==> config.mk <==
export PLATFORM = sky130hd
export DESIGN_NAME = uart_tx_param
export DESIGN_NICKNAME = d
export VERILOG_FILES = /design/src/rtl/uart_tx_param.sv
export SDC_FILE = /design/constraint.sdc
export NUM_CORES = 1
export LEC_CHECK = 0
export CAP_MARGIN = 20
export CORE_MARGIN = 2
export CORE_UTILIZATION = 45
export CTS_CLUSTER_DIAMETER = 50
export DETAILED_ROUTE_END_ITERATION = 10
export DONT_BUFFER_PORTS = 1
export GPL_TIMING_DRIVEN = 0
export MAX_ROUTING_LAYER = met4
export PLACE_DENSITY = 0.67
export SLEW_MARGIN = 25
export SYNTH_ARGS = -nofsm -noshare
export SYNTH_HDL_FRONTEND = slang
export SYNTH_SLANG_ARGS = --single-unit
export TNS_END_PERCENT = 10
==> constraint.sdc <==
create_clock -name clk -period 3.1 [get_ports clk]
set_clock_uncertainty 0.1 [all_clocks]
set_input_delay 0.465 -clock clk [delete_from_list [all_inputs] [get_ports clk]]
set_output_delay 0.465 -clock clk [all_outputs]
set_load 0.01 [all_outputs]
==> src/rtl/uart_tx_param.sv <==
// uart_tx_param: parametrised UART transmitter with a small input FIFO
// Frames are start, DATA_BITS LSB first, optional parity, STOP_BITS stops; each bit lasts DIV clocks.
module uart_tx_param #(
  parameter int CLK_HZ     = 24000000,
  parameter int BAUD       = 115200,
  parameter int DATA_BITS  = 8,
  parameter int PARITY     = 0,
  parameter int STOP_BITS  = 1,
  parameter int FIFO_DEPTH = 4
) (
  input  logic                          clk,
  input  logic                          reset_n,
  input  logic                          start,
  input  logic [DATA_BITS-1:0]          data,
  output logic                          ready,
  output logic                          tx,
  output logic                          busy,
  output logic [$clog2(FIFO_DEPTH):0]   level
);
  localparam int DIV = CLK_HZ / BAUD;
  localparam int AW  = $clog2(FIFO_DEPTH);
  localparam int CW  = $clog2(DIV);
  localparam logic [AW:0]   FULL   = (AW+1)'(FIFO_DEPTH);
  localparam logic [CW-1:0] RELOAD = CW'(DIV - 1);
  typedef enum logic [2:0] {S_IDLE, S_START, S_DATA, S_PAR, S_STOP} state_t;
  state_t state, state_nxt;
  logic [DATA_BITS-1:0] mem [FIFO_DEPTH];
  logic [AW-1:0] head, tail;
  logic [DATA_BITS-1:0] shift;
  logic [CW-1:0] div;
  logic [2:0] bit_cnt;
  logic par, push, pop, tick, last;
  assign tick = div == '0;
  assign last = bit_cnt == '0;
  always_ff @(posedge clk or negedge reset_n)
    if (!reset_n) state <= S_IDLE;
    else state <= state_nxt;
  always_comb begin
    state_nxt = state;
    case (state)
      S_IDLE:  if (pop) state_nxt = S_START;
      S_START: if (tick) state_nxt = S_DATA;
      S_DATA:  if (tick && last) state_nxt = PARITY != 0 ? S_PAR : S_STOP;
      S_PAR:   if (tick) state_nxt = S_STOP;
      S_STOP:  if (tick && last) state_nxt = pop ? S_START : S_IDLE;
      default: state_nxt = S_IDLE;
    endcase
  end
  // Pop either from idle or on the final stop edge, giving gapless back-to-back frames.
  always_comb begin
    ready = level != FULL;
    push  = start && ready;
    pop   = level != '0 && (state == S_IDLE || (state == S_STOP && tick && last));
    busy  = state != S_IDLE || level != '0;
  end
  always_ff @(posedge clk)
    if (push) mem[tail] <= data;
  always_ff @(posedge clk or negedge reset_n)
    if (!reset_n) begin
      head    <= '0;
      tail    <= '0;
      level   <= '0;
      shift   <= '0;
      par     <= 1'b0;
      div     <= '0;
      bit_cnt <= '0;
      tx      <= 1'b1;
    end else begin
      if (push) tail <= tail + 1'b1;
      if (pop) head <= head + 1'b1;
      level <= level + (AW+1)'(push) - (AW+1)'(pop);
      if (pop) begin
        shift <= mem[head];
        par   <= ^mem[head] ^ (PARITY == 1);
        tx    <= 1'b0;
        div   <= RELOAD;
      end else if (state != S_IDLE) begin
        div <= tick ? RELOAD : div - 1'b1;
        if (tick)
          case (state)
            S_START: begin
              tx      <= shift[0];
              shift   <= shift >> 1;
              bit_cnt <= 3'(DATA_BITS - 1);
            end
            S_DATA: if (last) begin
              tx      <= PARITY != 0 ? par : 1'b1;
              bit_cnt <= 3'(STOP_BITS - 1);
            end else begin
              tx      <= shift[0];
              shift   <= shift >> 1;
              bit_cnt <= bit_cnt - 1'b1;
            end
            S_PAR:  tx <= 1'b1;
            S_STOP: if (!last) bit_cnt <= bit_cnt - 1'b1;
            default: ;
          endcase
      end
    end
endmodule
==> impl_metrics.toml <==
[run_status]
status = "finished, final reports clean"

[logic_synthesis]
synth_area_um2 = 2913
yosysMostFrequentCell = "edfxtp_1"
async_reset_ff_share_pct = 48.39
synth_commonest_cells = "32 x edfxtp_1, 29 x dfrtp_1, 15 x inv_1, 15 x nor2_1, 14 x o22a_1"
synth_edf_count = 32
ys_ff_latch = 62
synth_fp_nets = 238
synth_cell_type_count = 46
synthCells = 217
synth_top_area_share_pct = 32.99
avgSynthCellArea_um2 = 13.42
synthTopCellsByArea = "edfxtp_1 33%, dfrtp_1 25%, mux4_2 6.2%, o22a_1 4.2%, ha_1 3.9%"
ys.warnings.count = 0
ys.flop_type = "edfxtp_1"
seq_area_frac_synth_pct = 58.81
yosys.area.top_type = "edfxtp_1"

[pwr]
peakVddDrop_mv = 0.5747
total_leakage_power_nw = 1.222
clkPwrFrac_pct = 36.0
switchingPower_w = 0.0005325
intPower_w = 0.001566
pwr-share-seq_pct = 51.1
netSwitchingFraction_pct = 25.38
pwr-share-comb_pct = 12.9
power_density_nw_per_um2 = 638.1

[grt]
grtUsageTotal_pct = 15.84
grt_overflow = 0
grt_pass1_wl_mm = 8.431
grt_max_degree = 31
antenna_found_initial = 0
grt_pass1_vias = 1785

[critical_path]
cp_cell_sequence = "inv_1 -> ha_2 -> ha_4 -> nand2b_4 -> nand3_2 -> buf_4 -> or2_1 -> buf_2 -> xnor2_1 -> ha_1 -> inv_1 -> fa_2 -> xnor2_2 -> xnor2_1"
reg2reg_slack_ns = 0.19
reg2reg_to = "level[2]$_DFF_PN0_"
cp.required_ns = 3.22
path_max_fanout = 10
slowest_stage = "dfrtp_1"
rr_worst_depth = 14
path_buf_inv = 4
cp_slowest_stage_delay_ns = 0.39
crit_arrival_ns = 3.02
path_delay_family = "adder cells"
critPathKind = "flip-flop to flip-flop"
rr_startpoint = "bit_cnt[0]$_DFFE_PN0P_"
end_kind = "flip-flop"
setup.worst_path.start_class = "flip-flop"

[finish]
drive_gt1_share_pct = 19.23
finalCoreUtilization_pct = 52.08
register_area_um2 = 1713
nFillCells = 559
n_antenna_cell = 0
multiInputGateArea_um2 = 1122
final_nets = 251
syn_to_final_growth_pct = 12.89

[clock_tree]
clock_sinks = 62
clock_latency_ns = 0.33
cts_root_buf = "clkbuf_8"
cts_tree = "built"
numCtsBuffers = 9
htree_levels = 3
cts_buffer_depth = 2
clk_pin_slew_ns = 0.07

[timing]
layout_setup_ws_ns = 0.1904
max_slew_margin_pct = 62.62
slew_violations = 0
worstMarginPinSlew_ns = 0.5607
setup_tns_ns = 0
fin_crit_sh_pct = 93.86
rsz0062_at_grt = "no"
finalSetupViolations = 0
fin_crit_ns = 2.910
fmax_ghz = 0.3437
hold_viol = 0

[routing]
viasPerCell = 5.511
wirelength_mm = 4.835
wl_per_cell_um = 15.55
drt_iter0_drc = 78
antenna_left = 0
drc = 0
drt-pass1-iter-count = 4
dr_total_vias = 1714

[hold_path]
hold_depth = 0
min_from = "data[4]"
worstHoldPathType = "input pin to flip-flop"
hold_path_end = "mem[0][4]$_DFFE_PP_"

[placed_design]
gp_congestion = 0.8222
dp_hpwl_mm = 3.270
port_buffers = 0
dp_slack_ns = -0.008009

[floorplan]
coreArea_um2 = 6314
die_area_um2 = 7133
start_util_pct = 46.14
die_y_um = 84.46
fp-row-count = 29
boundaryPins = 17
die_w_um = 84.46

[run]
maxCapViolations = 0
==> per-layer routing <==
| metal | vias up | track usage (%) | share of wire [%] |
|---|---|---|---|
| met4 | 0 | 5.195 | 0.70 |
| li1 | 822 | - | - |
| met5 | - | - | 0 |
| met2 | 29 | 24.46 | 49 |
| met1 | 858 | 19.80 | 47 |
| met3 | 5 | 5.408 | 3.6 |
==> power by group through the flow <==
stage | Clock (W) | Sequential [W] | Combinational (W)
2_1_floorplan | 0 | 0.00107 | 0.000195
3_3_place_gp | 0 | 0.00108 | 0.000237
3_5_place_dp | 0 | 0.00109 | 0.000249
4_1_cts | 0.000778 | 0.00107 | 0.000273
5_1_grt | 0.000816 | 0.00108 | 0.000308
6_report | 0.000755 | 0.00107 | 0.000270
==> state kept, by name, summed over array words and instances (netlist names) <==
| name | count |
|---|---|
| tail | 2 |
| shift | 8 |
| head | 2 |
| div | 8 |
| state | 3 |
| mem | 32 |
| level | 3 |
| bit_cnt | 3 |
| tx | 1 |
==> cell usage in the layout (no fill, tap or decap), drive strengths merged, types with 2 or more instances in the layout <==
cell type,count
edfxtp,32
dfrtp,29
nor2,16
inv,15
o22a,14
clkbuf,12
buf,10
ha,9
mux4,8
xnor2,8
nor3,7
nand2,7
a21oi,6
xor2,5
o21ai,5
and3,4
o211ai,4
nand3b,4
or3,3
and2,2
o32a,2
mux2i,2
o21bai,2
bufinv,2
clkinvlp,2
nand2b,2
nor3b,2
or2,2
a2111oi,2
clkinv,2
==> stage by stage <==
stage | std cells | total power (W) | instance area (µm²) | hold WS [ns]
floorplan | 217 | 0.001264 | 2913 | 0.06941
global placement | 294 | 0.001318 | 3009 | 0.07068
finish | 311 | 0.002098 | 3288 | 0.1272
global route | 311 | 0.002209 | 3288 | 0.1003
detailed placement | 294 | 0.001337 | 3009 | 0.07062
CTS | 311 | 0.002124 | 3266 | 0.1101
==> timing repair <==
item,4_1_cts,5_1_grt
hold endpoints to repair,30,0
endpoints found under the setup margin,1,1
setup buffers,0,0
hold buffers,2,0
gates resized for setup,3,4
cloned,0,0
==> kinds of logic (layout without fill, tap and decap cells) <==
logic type	Yosys count	in the layout	share of synthesized area (%)
buffers and inverters	27	44	3.952
multiplexers	11	11	7.259
flip-flops	62	62	58.81
adder cells (fa/ha/maj)	11	11	4.897
AND/OR/NAND/NOR	51	51	9.665
AO/OA/AOI/OAI	42	42	11.51
XOR/XNOR	13	13	3.909
==> final cells by class <==
| cell class | count | area share, % |
|---|---|---|
| multi-input cells | 128 | 34.13 |
| plain buffers | 12 | 1.788 |
| clock buffers | 9 | 3.767 |
| flip-flops and latches | 62 | 52.09 |
| clock inverters | 6 | 2.664 |
| well taps | 77 | 2.930 |
| inverters | 15 | 1.712 |
| repair buffers | 2 | 0.9132 |
==> worst max path at each step <==
stage	cells after the start	slack, ns	endpoint	startpoint
after floorplan	14	0.29	level[2]$_DFF_PN0_	bit_cnt[0]$_DFFE_PN0P_
after detailed placement	14	-0.008	level[2]$_DFF_PN0_	bit_cnt[0]$_DFFE_PN0P_
after global placement	14	0.05	level[2]$_DFF_PN0_	bit_cnt[0]$_DFFE_PN0P_
after global routing	14	0.05	level[2]$_DFF_PN0_	bit_cnt[0]$_DFFE_PN0P_
final	14	0.19	level[2]$_DFF_PN0_	bit_cnt[0]$_DFFE_PN0P_
after CTS	14	0.02	level[2]$_DFF_PN0_	bit_cnt[0]$_DFFE_PN0P_
No activity file was read; power rests on OpenSTA's default activity.
